[config.mk]
export PLATFORM = sky130hd
export DESIGN_NAME = dsp_mac_pipe
export DESIGN_NICKNAME = d
export VERILOG_FILES = /design/src/rtl/dsp_mac_pipe.sv
export SDC_FILE = /design/constraint.sdc
export NUM_CORES = 2
export LEC_CHECK = 0
export ABC_AREA = 0
export BUFFER_PORTS_ARGS = -buffer_cell sky130_fd_sc_hd__buf_2
export CELL_PAD_IN_SITES_DETAIL_PLACEMENT = 1
export CELL_PAD_IN_SITES_GLOBAL_PLACEMENT = 1
export CORE_MARGIN = 2
export CORE_UTILIZATION = 45
export DETAILED_ROUTE_END_ITERATION = 7
export GPL_TIMING_DRIVEN = 0
export PLACE_DENSITY_LB_ADDON = 0.2
export SLEW_MARGIN = 5
export SYNTH_ARGS = -nofsm -noshare
export SYNTH_HDL_FRONTEND = slang
export SYNTH_SLANG_ARGS = --single-unit
[constraint.sdc]
create_clock -name clk -period 10.9 [get_ports clk]
set_input_delay 2.725 -clock clk [delete_from_list [all_inputs] [get_ports clk]]
set_output_delay 2.725 -clock clk [all_outputs]
set_load 0.03 [all_outputs]
[src/rtl/dsp_mac_pipe.sv]
// dsp_mac_pipe: three-stage multiply-add/sub-accumulate with round/shift/saturate.
// Build option: define DSP_MAC_PIPE_SATURATE_EN for saturation and overflow detect.
module dsp_mac_pipe #(
    parameter int A_W = 20,
    parameter int B_W = 18,
    parameter int Z_W = 38,
    parameter int SHIFT_W = 6,
    parameter logic [A_W-1:0] COEFF_0 = '0,
    parameter logic [A_W-1:0] COEFF_1 = '0,
    parameter logic [A_W-1:0] COEFF_2 = A_W'(16),
    parameter logic [A_W-1:0] COEFF_3 = '0
) (
    input  logic               clk,
    input  logic               reset,
    input  logic               in_valid,
    input  logic [A_W-1:0]     a,
    input  logic [B_W-1:0]     b,
    input  logic [SHIFT_W-1:0] acc_fir,
    input  logic               use_coeff,
    input  logic [1:0]         coeff_sel,
    input  logic               accumulate,
    input  logic               subtract,
    input  logic               unsigned_a,
    input  logic               unsigned_b,
    input  logic [SHIFT_W-1:0] shift_right,
    input  logic               round,
    input  logic               saturate,
    output logic               out_valid,
    output logic [Z_W-1:0]     z_out,
    output logic               overflow
);

    localparam int I_W = A_W + B_W + 4;
    localparam int EA_W = I_W - A_W;
    localparam int EB_W = I_W - B_W;

    typedef struct packed {
        logic [SHIFT_W-1:0] acc_fir;
        logic               use_coeff;
        logic [1:0]         coeff_sel;
        logic               accumulate;
        logic               subtract;
        logic               unsigned_a;
        logic               unsigned_b;
        logic [SHIFT_W-1:0] shift_right;
        logic               round;
        logic               saturate;
    } ctl1_t;

    typedef struct packed {
        logic               accumulate;
        logic               subtract;
        logic [SHIFT_W-1:0] shift_right;
        logic               round;
        logic               saturate;
    } ctl2_t;

    typedef struct packed {
        logic [SHIFT_W-1:0] shift_right;
        logic               round;
        logic               saturate;
    } ctl3_t;

    ctl1_t in_ctl;

    assign in_ctl = '{
        acc_fir:     acc_fir,
        use_coeff:   use_coeff,
        coeff_sel:   coeff_sel,
        accumulate:  accumulate,
        subtract:    subtract,
        unsigned_a:  unsigned_a,
        unsigned_b:  unsigned_b,
        shift_right: shift_right,
        round:       round,
        saturate:    saturate
    };

    // ---------------- Stage 1: input capture ----------------
    logic           s1_valid;
    logic [A_W-1:0] s1_a;
    logic [B_W-1:0] s1_b;
    ctl1_t          s1_ctl;

    // S1 valid always follows in_valid so bubbles propagate
    always_ff @(posedge clk) begin
        if (reset) begin
            s1_valid <= 1'b0;
        end else begin
            s1_valid <= in_valid;
        end
    end

    // S1 operands and controls load only on accepted samples
    always_ff @(posedge clk) begin
        if (in_valid) begin
            s1_a   <= a;
            s1_b   <= b;
            s1_ctl <= in_ctl;
        end
    end

    // ---------------- Stage 2: multiply and addend shift ----------------
    logic [A_W-1:0] coeff;
    logic [A_W-1:0] mult;
    logic [I_W-1:0] ext_a;
    logic [I_W-1:0] ext_m;
    logic [I_W-1:0] ext_b;
    logic [I_W-1:0] prod;
    logic [I_W-1:0] x0;

    // Extend operands to the internal width and form product and shifted addend
    always_comb begin
        coeff = COEFF_0;
        unique case (s1_ctl.coeff_sel)
            2'd0: coeff = COEFF_0;
            2'd1: coeff = COEFF_1;
            2'd2: coeff = COEFF_2;
            2'd3: coeff = COEFF_3;
        endcase
        mult  = s1_ctl.use_coeff ? coeff : s1_a;
        ext_a = {{EA_W{~s1_ctl.unsigned_a & s1_a[A_W-1]}}, s1_a};
        ext_m = {{EA_W{~s1_ctl.unsigned_a & mult[A_W-1]}}, mult};
        ext_b = {{EB_W{~s1_ctl.unsigned_b & s1_b[B_W-1]}}, s1_b};
        prod  = ext_m * ext_b;
        x0    = ext_a << s1_ctl.acc_fir;
    end

    logic           s2_valid;
    logic [I_W-1:0] s2_p;
    logic [I_W-1:0] s2_x0;
    ctl2_t          s2_ctl;

    // S2 valid pipeline
    always_ff @(posedge clk) begin
        if (reset) begin
            s2_valid <= 1'b0;
        end else begin
            s2_valid <= s1_valid;
        end
    end

    // S2 data registers
    always_ff @(posedge clk) begin
        if (s1_valid) begin
            s2_p   <= prod;
            s2_x0  <= x0;
            s2_ctl <= '{
                accumulate:  s1_ctl.accumulate,
                subtract:    s1_ctl.subtract,
                shift_right: s1_ctl.shift_right,
                round:       s1_ctl.round,
                saturate:    s1_ctl.saturate
            };
        end
    end

    // ---------------- Stage 3: add/sub and accumulator ----------------
    logic [I_W-1:0] acc;
    logic [I_W-1:0] x;
    logic [I_W-1:0] r;

    // Pick the addend and combine with the product, wrapping at I_W
    always_comb begin
        x = s2_ctl.accumulate ? acc : s2_x0;
        r = s2_ctl.subtract ? (x - s2_p) : (x + s2_p);
    end

    logic           s3_valid;
    logic [I_W-1:0] s3_r;
    ctl3_t          s3_ctl;

    // S3 valid and accumulator; ACC feeds the next S2 sample directly
    always_ff @(posedge clk) begin
        if (reset) begin
            s3_valid <= 1'b0;
            acc      <= '0;
        end else begin
            s3_valid <= s2_valid;
            if (s2_valid) begin
                acc <= r;
            end
        end
    end

    // S3 result register ahead of the shift/round/clamp stage
    always_ff @(posedge clk) begin
        if (s2_valid) begin
            s3_r   <= r;
            s3_ctl <= '{
                shift_right: s2_ctl.shift_right,
                round:       s2_ctl.round,
                saturate:    s2_ctl.saturate
            };
        end
    end

    // ---------------- Output: round, shift, clamp ----------------
    logic               sh_zero;
    logic               sh_big;
    logic signed [I_W:0] rnd;
    logic signed [I_W:0] sum;
    logic signed [I_W:0] y;
    logic [Z_W-1:0]     z_n;
    logic               ovf_n;

    assign sh_zero = (s3_ctl.shift_right == '0);
    assign sh_big  = (int'(s3_ctl.shift_right) >= I_W);

    // One extra bit keeps R plus the rounding term exact before shifting
    always_comb begin
        rnd = '0;
        if (s3_ctl.round && !sh_zero && !sh_big) begin
            rnd = (I_W+1)'(1) << (s3_ctl.shift_right - 1'b1);
        end
        sum = {s3_r[I_W-1], s3_r} + rnd;
        y   = sum;
        unique case (1'b1)
            sh_zero: y = sum;
            sh_big:  y = {(I_W+1){s3_r[I_W-1]}};
            default: y = sum >>> s3_ctl.shift_right;
        endcase
    end

`ifdef DSP_MAC_PIPE_SATURATE_EN
    logic [I_W-Z_W+1:0] y_hi;
    logic               y_fits;

    assign y_hi   = y[I_W:Z_W-1];
    assign y_fits = (&y_hi) | ~(|y_hi);

    // Flag out-of-range results and clamp to the signed bound when asked
    always_comb begin
        ovf_n = ~y_fits;
        z_n   = y[Z_W-1:0];
        if (s3_ctl.saturate && !y_fits) begin
            z_n = y[I_W] ? {1'b1, {(Z_W-1){1'b0}}}
                         : {1'b0, {(Z_W-1){1'b1}}};
        end
    end
`else
    logic [I_W-Z_W:0] y_hi_unused;
    logic             sat_unused;

    assign y_hi_unused = y[I_W:Z_W];
    assign sat_unused  = s3_ctl.saturate;

    // Plain truncation, no overflow reporting
    always_comb begin
        ovf_n = 1'b0;
        z_n   = y[Z_W-1:0];
    end
`endif

    // Output register; z_out and overflow hold across bubbles
    always_ff @(posedge clk) begin
        if (reset) begin
            out_valid <= 1'b0;
            z_out     <= '0;
            overflow  <= 1'b0;
        end else begin
            out_valid <= s3_valid;
            if (s3_valid) begin
                z_out    <= z_n;
                overflow <= ovf_n;
            end
        end
    end

endmodule
==> impl_metrics.ini <==
[status]
status = finished, final reports clean

[clock_tree]
clkTransAtPathRegs_ps = 60
cts_num_sinks = 282
tritoncts = yes
post_cts_resized = 0
hold_buffers = 0
cts_buffer_depth = 3
numCtsBuffers = 40
root_buffer = clkbuf_16
postCtsSetupBuffers = 0
htree_levels = 2
insertion_delay_ps = 640

[grt]
antenna_found_initial = 3
grt_max_degree = 73
first_global_vias = 32812
grt_overflow = 0
grt_usage_pct = 34.3
grt_pass1_wl_um = 208000

[routing]
top_layer_used = met5
viasPerCell = 6.00
wl_um = 140000
drt-initial-drc-count = 2008
wl_met3_um = 8350
dr.pass1.iters = 5
met2_length_um = 67300
post_drt_wl_per_cell_um = 27.3
ant_nets = 0
vias = 30814
wl_met1_um = 54300
drc = 0

[finish]
area_growth_pct = 9.15
fillers = 9185
nNetsFinal = 4719
final_core_util_pct = 49.5
drive_gt1_share_pct = 8.79
final_cell_area_um2 = 38900

[synthesis]
yosysTopAreaCellShare_pct = 22.8
ys.flop_type = edfxtp_1
syn_area_um2 = 35600
synth-seq-cells = 282
synth_area_leader_cell = fa_1
synth-async-reset-ratio_pct = 0
synth_cell_types = 101
yosysSeqAreaShare_pct = 21.4
postSynthAreaPerCell_um2 = 9.12
ys_warn_count = 0
synth_edf_count = 198
syn_inst = 3907
netlist_top_cells_area = fa_1 (23%), edfxtp_1 (17%), ha_1 (7.1%)

[sta]
fmax_mhz = 108
hold_violations = 0
rsz0062_at_grt = false
fin_tns_setup_ps = 0
post-route-period-util_pct = 85.2
fin_skew_ps = 55.0
slew_headroom_pct = 5.30
setup_viol = 0
period_needed_ps = 9280
drv_slew = 0
worst_pin_slew_ps = 1410

[placement]
place_area_um2 = 37500
gp_congestion = 1.00
dp_hpwl_um = 114000
port_buffers = 99

[worst_hold_path]
min_to = s2_ctl[8]$_DFFE_PP_
min_from = s1_ctl[10]$_DFFE_PP_
hp-class = register to register
whs_path_depth = 0

[worst_setup_path]
crit_required_ps = 11290
crit_slowest_cell = fa_1
reg2reg_depth = 28
r2r_slack_ps = 1620
reg2reg_to = s2_p[38]$_DFFE_PP_
cp_data_arrival_time_ps = 9670
end_kind = register
r2r-start = s1_a[19]$_DFFE_PP_
path_buf_inv = 7
crit_path_start_kind = register
critical-path-top-delay-family = adder cells
path_common_cell = fa_1
crit_fanout = 10
slowest_delay_ps = 900
worstSetupPathType = register to register

[power_and_ir_drop]
totalPowerFinal_w = 0.0110
peakVddDrop_v = 0.000387
p_leak_nw = 16.8
p_per_area_nw_per_um2 = 284

[floorplanning]
die_area_um2 = 81400
design.core.area_um2 = 78600
io_pins = 102
start_util_pct = 45.3
fp.dieH_um = 285
fp-row-count = 103
die_w_um = 285

[job]
maxCapViolCount = 0
==> synthesized netlist by cell type, drive strengths merged (11+ instances only) <==
cell and number:
a31oi 26, mux2 59, o21bai 17, o31a 11, nor4 15, xnor2 111, a211oi 53, inv 489
nand2b 18, nand3 59, nor2 286, o21ai 125, a21oi 209, edfxtp 198, nand2 381, mux2i 79
or3 13, o21a 24, mux4 36, a31o 11, o31ai 11, a221oi 16, buf 44, and3 20
dfxtp 84, a211o 13, nor2b 44, and2 197, o221ai 18, nor3 74, xor2 37, nand4 34
a21boi 16, clkbuf 181, o211ai 38, ha 201, a21o 71, o22ai 20, fa 405, or2 27
==> routing by layer <==
layer	GRT usage (%)	vias to the layer above
li1	-	13605
met5	0	-
met1	40.8	15585
met3	5.15	435
met4	21.7	2
met2	58.0	1187
==> report_power, final <==
part,switching (W),leakage (nW),internal (W)
logic,0.00466,13.6,0.00317
clock network,0.000595,0.656,0.000780
registers,0.000148,2.52,0.00168
==> logic make-up (layout without fill, tap and decap cells) <==
logic type	Yosys count	in the layout	share of synthesized area, %
AOI/OAI and AO/OA	772	772	14.6
xor gates and xnor gates	148	148	3.64
and+or+nand+nor	1209	1209	16.5
other	1	4	0.0105
muxes	174	174	6.36
buffers and inverters	715	890	7.71
DFF	282	282	21.4
adders and majority gates	606	606	29.8
==> state kept, by name, indices dropped and copies added (netlist names), 7 cells and up <==
register,cells
s2_ctl,9
s3_ctl,7
s2_x0,42
s1_b,18
s1_a,20
s1_ctl,20
z_out,38
s2_p,40
acc,42
s3_r,42
==> worst max path at each step <==
stage	start	end	slack (ps)	depth (start not counted)
after detailed placement	s1_a[19]$_DFFE_PP_	s2_p[38]$_DFFE_PP_	1570	28
after floorplan	s1_a[19]$_DFFE_PP_	s2_p[38]$_DFFE_PP_	3180	28
final	s1_a[19]$_DFFE_PP_	s2_p[38]$_DFFE_PP_	1620	28
after CTS	s1_a[19]$_DFFE_PP_	s2_p[38]$_DFFE_PP_	1570	28
after global placement	s1_a[19]$_DFFE_PP_	s2_p[38]$_DFFE_PP_	1710	28
after global routing	s1_a[19]$_DFFE_PP_	s2_p[38]$_DFFE_PP_	1060	28
==> cell usage in the layout (no fill, tap or decap), drive strengths merged, types with 34 or more instances in the layout <==
| master | synthesis | layout |
|---|---|---|
| nand2 | 381 | 381 |
| o21ai | 125 | 125 |
| mux4 | 36 | 36 |
| ha | 201 | 201 |
| clkbuf | 181 | 228 |
| a21oi | 209 | 209 |
| nor3 | 74 | 74 |
| nor2 | 286 | 286 |
| dfxtp | 84 | 84 |
| and2 | 197 | 197 |
| a211oi | 53 | 53 |
| inv | 489 | 497 |
| o211ai | 38 | 38 |
| xor2 | 37 | 37 |
| mux2i | 79 | 79 |
| nor2b | 44 | 44 |
| nand4 | 34 | 34 |
| edfxtp | 198 | 198 |
| nand3 | 59 | 59 |
| fa | 405 | 405 |
| a21o | 71 | 71 |
| mux2 | 59 | 59 |
| xnor2 | 111 | 111 |
| buf | 44 | 145 |
==> through the flow <==
stage,cells,worst slack (ps),hold WS (ps)
floorplan,3908,3180,400
global placement,5057,1710,404
detailed placement,5059,1570,406
CTS,5133,1570,411
global route,5133,1060,422
finish,5135,1620,416
==> cell type report <==
cell class	instances	area [um2]	area share, %
Clock buffer	47	1050	2.69
Antenna cell	2	5.00	0.0129
Tap cell	1050	1310	3.38
Clock inverter	27	320	0.824
Timing Repair Buffer	101	553	1.42
Inverter	490	1840	4.73
Multi-Input combinational cell	2911	25300	65.0
Sequential cell	282	7630	19.6
Buffer	225	906	2.33
Note: power is estimated with default switching activity, not from simulation.
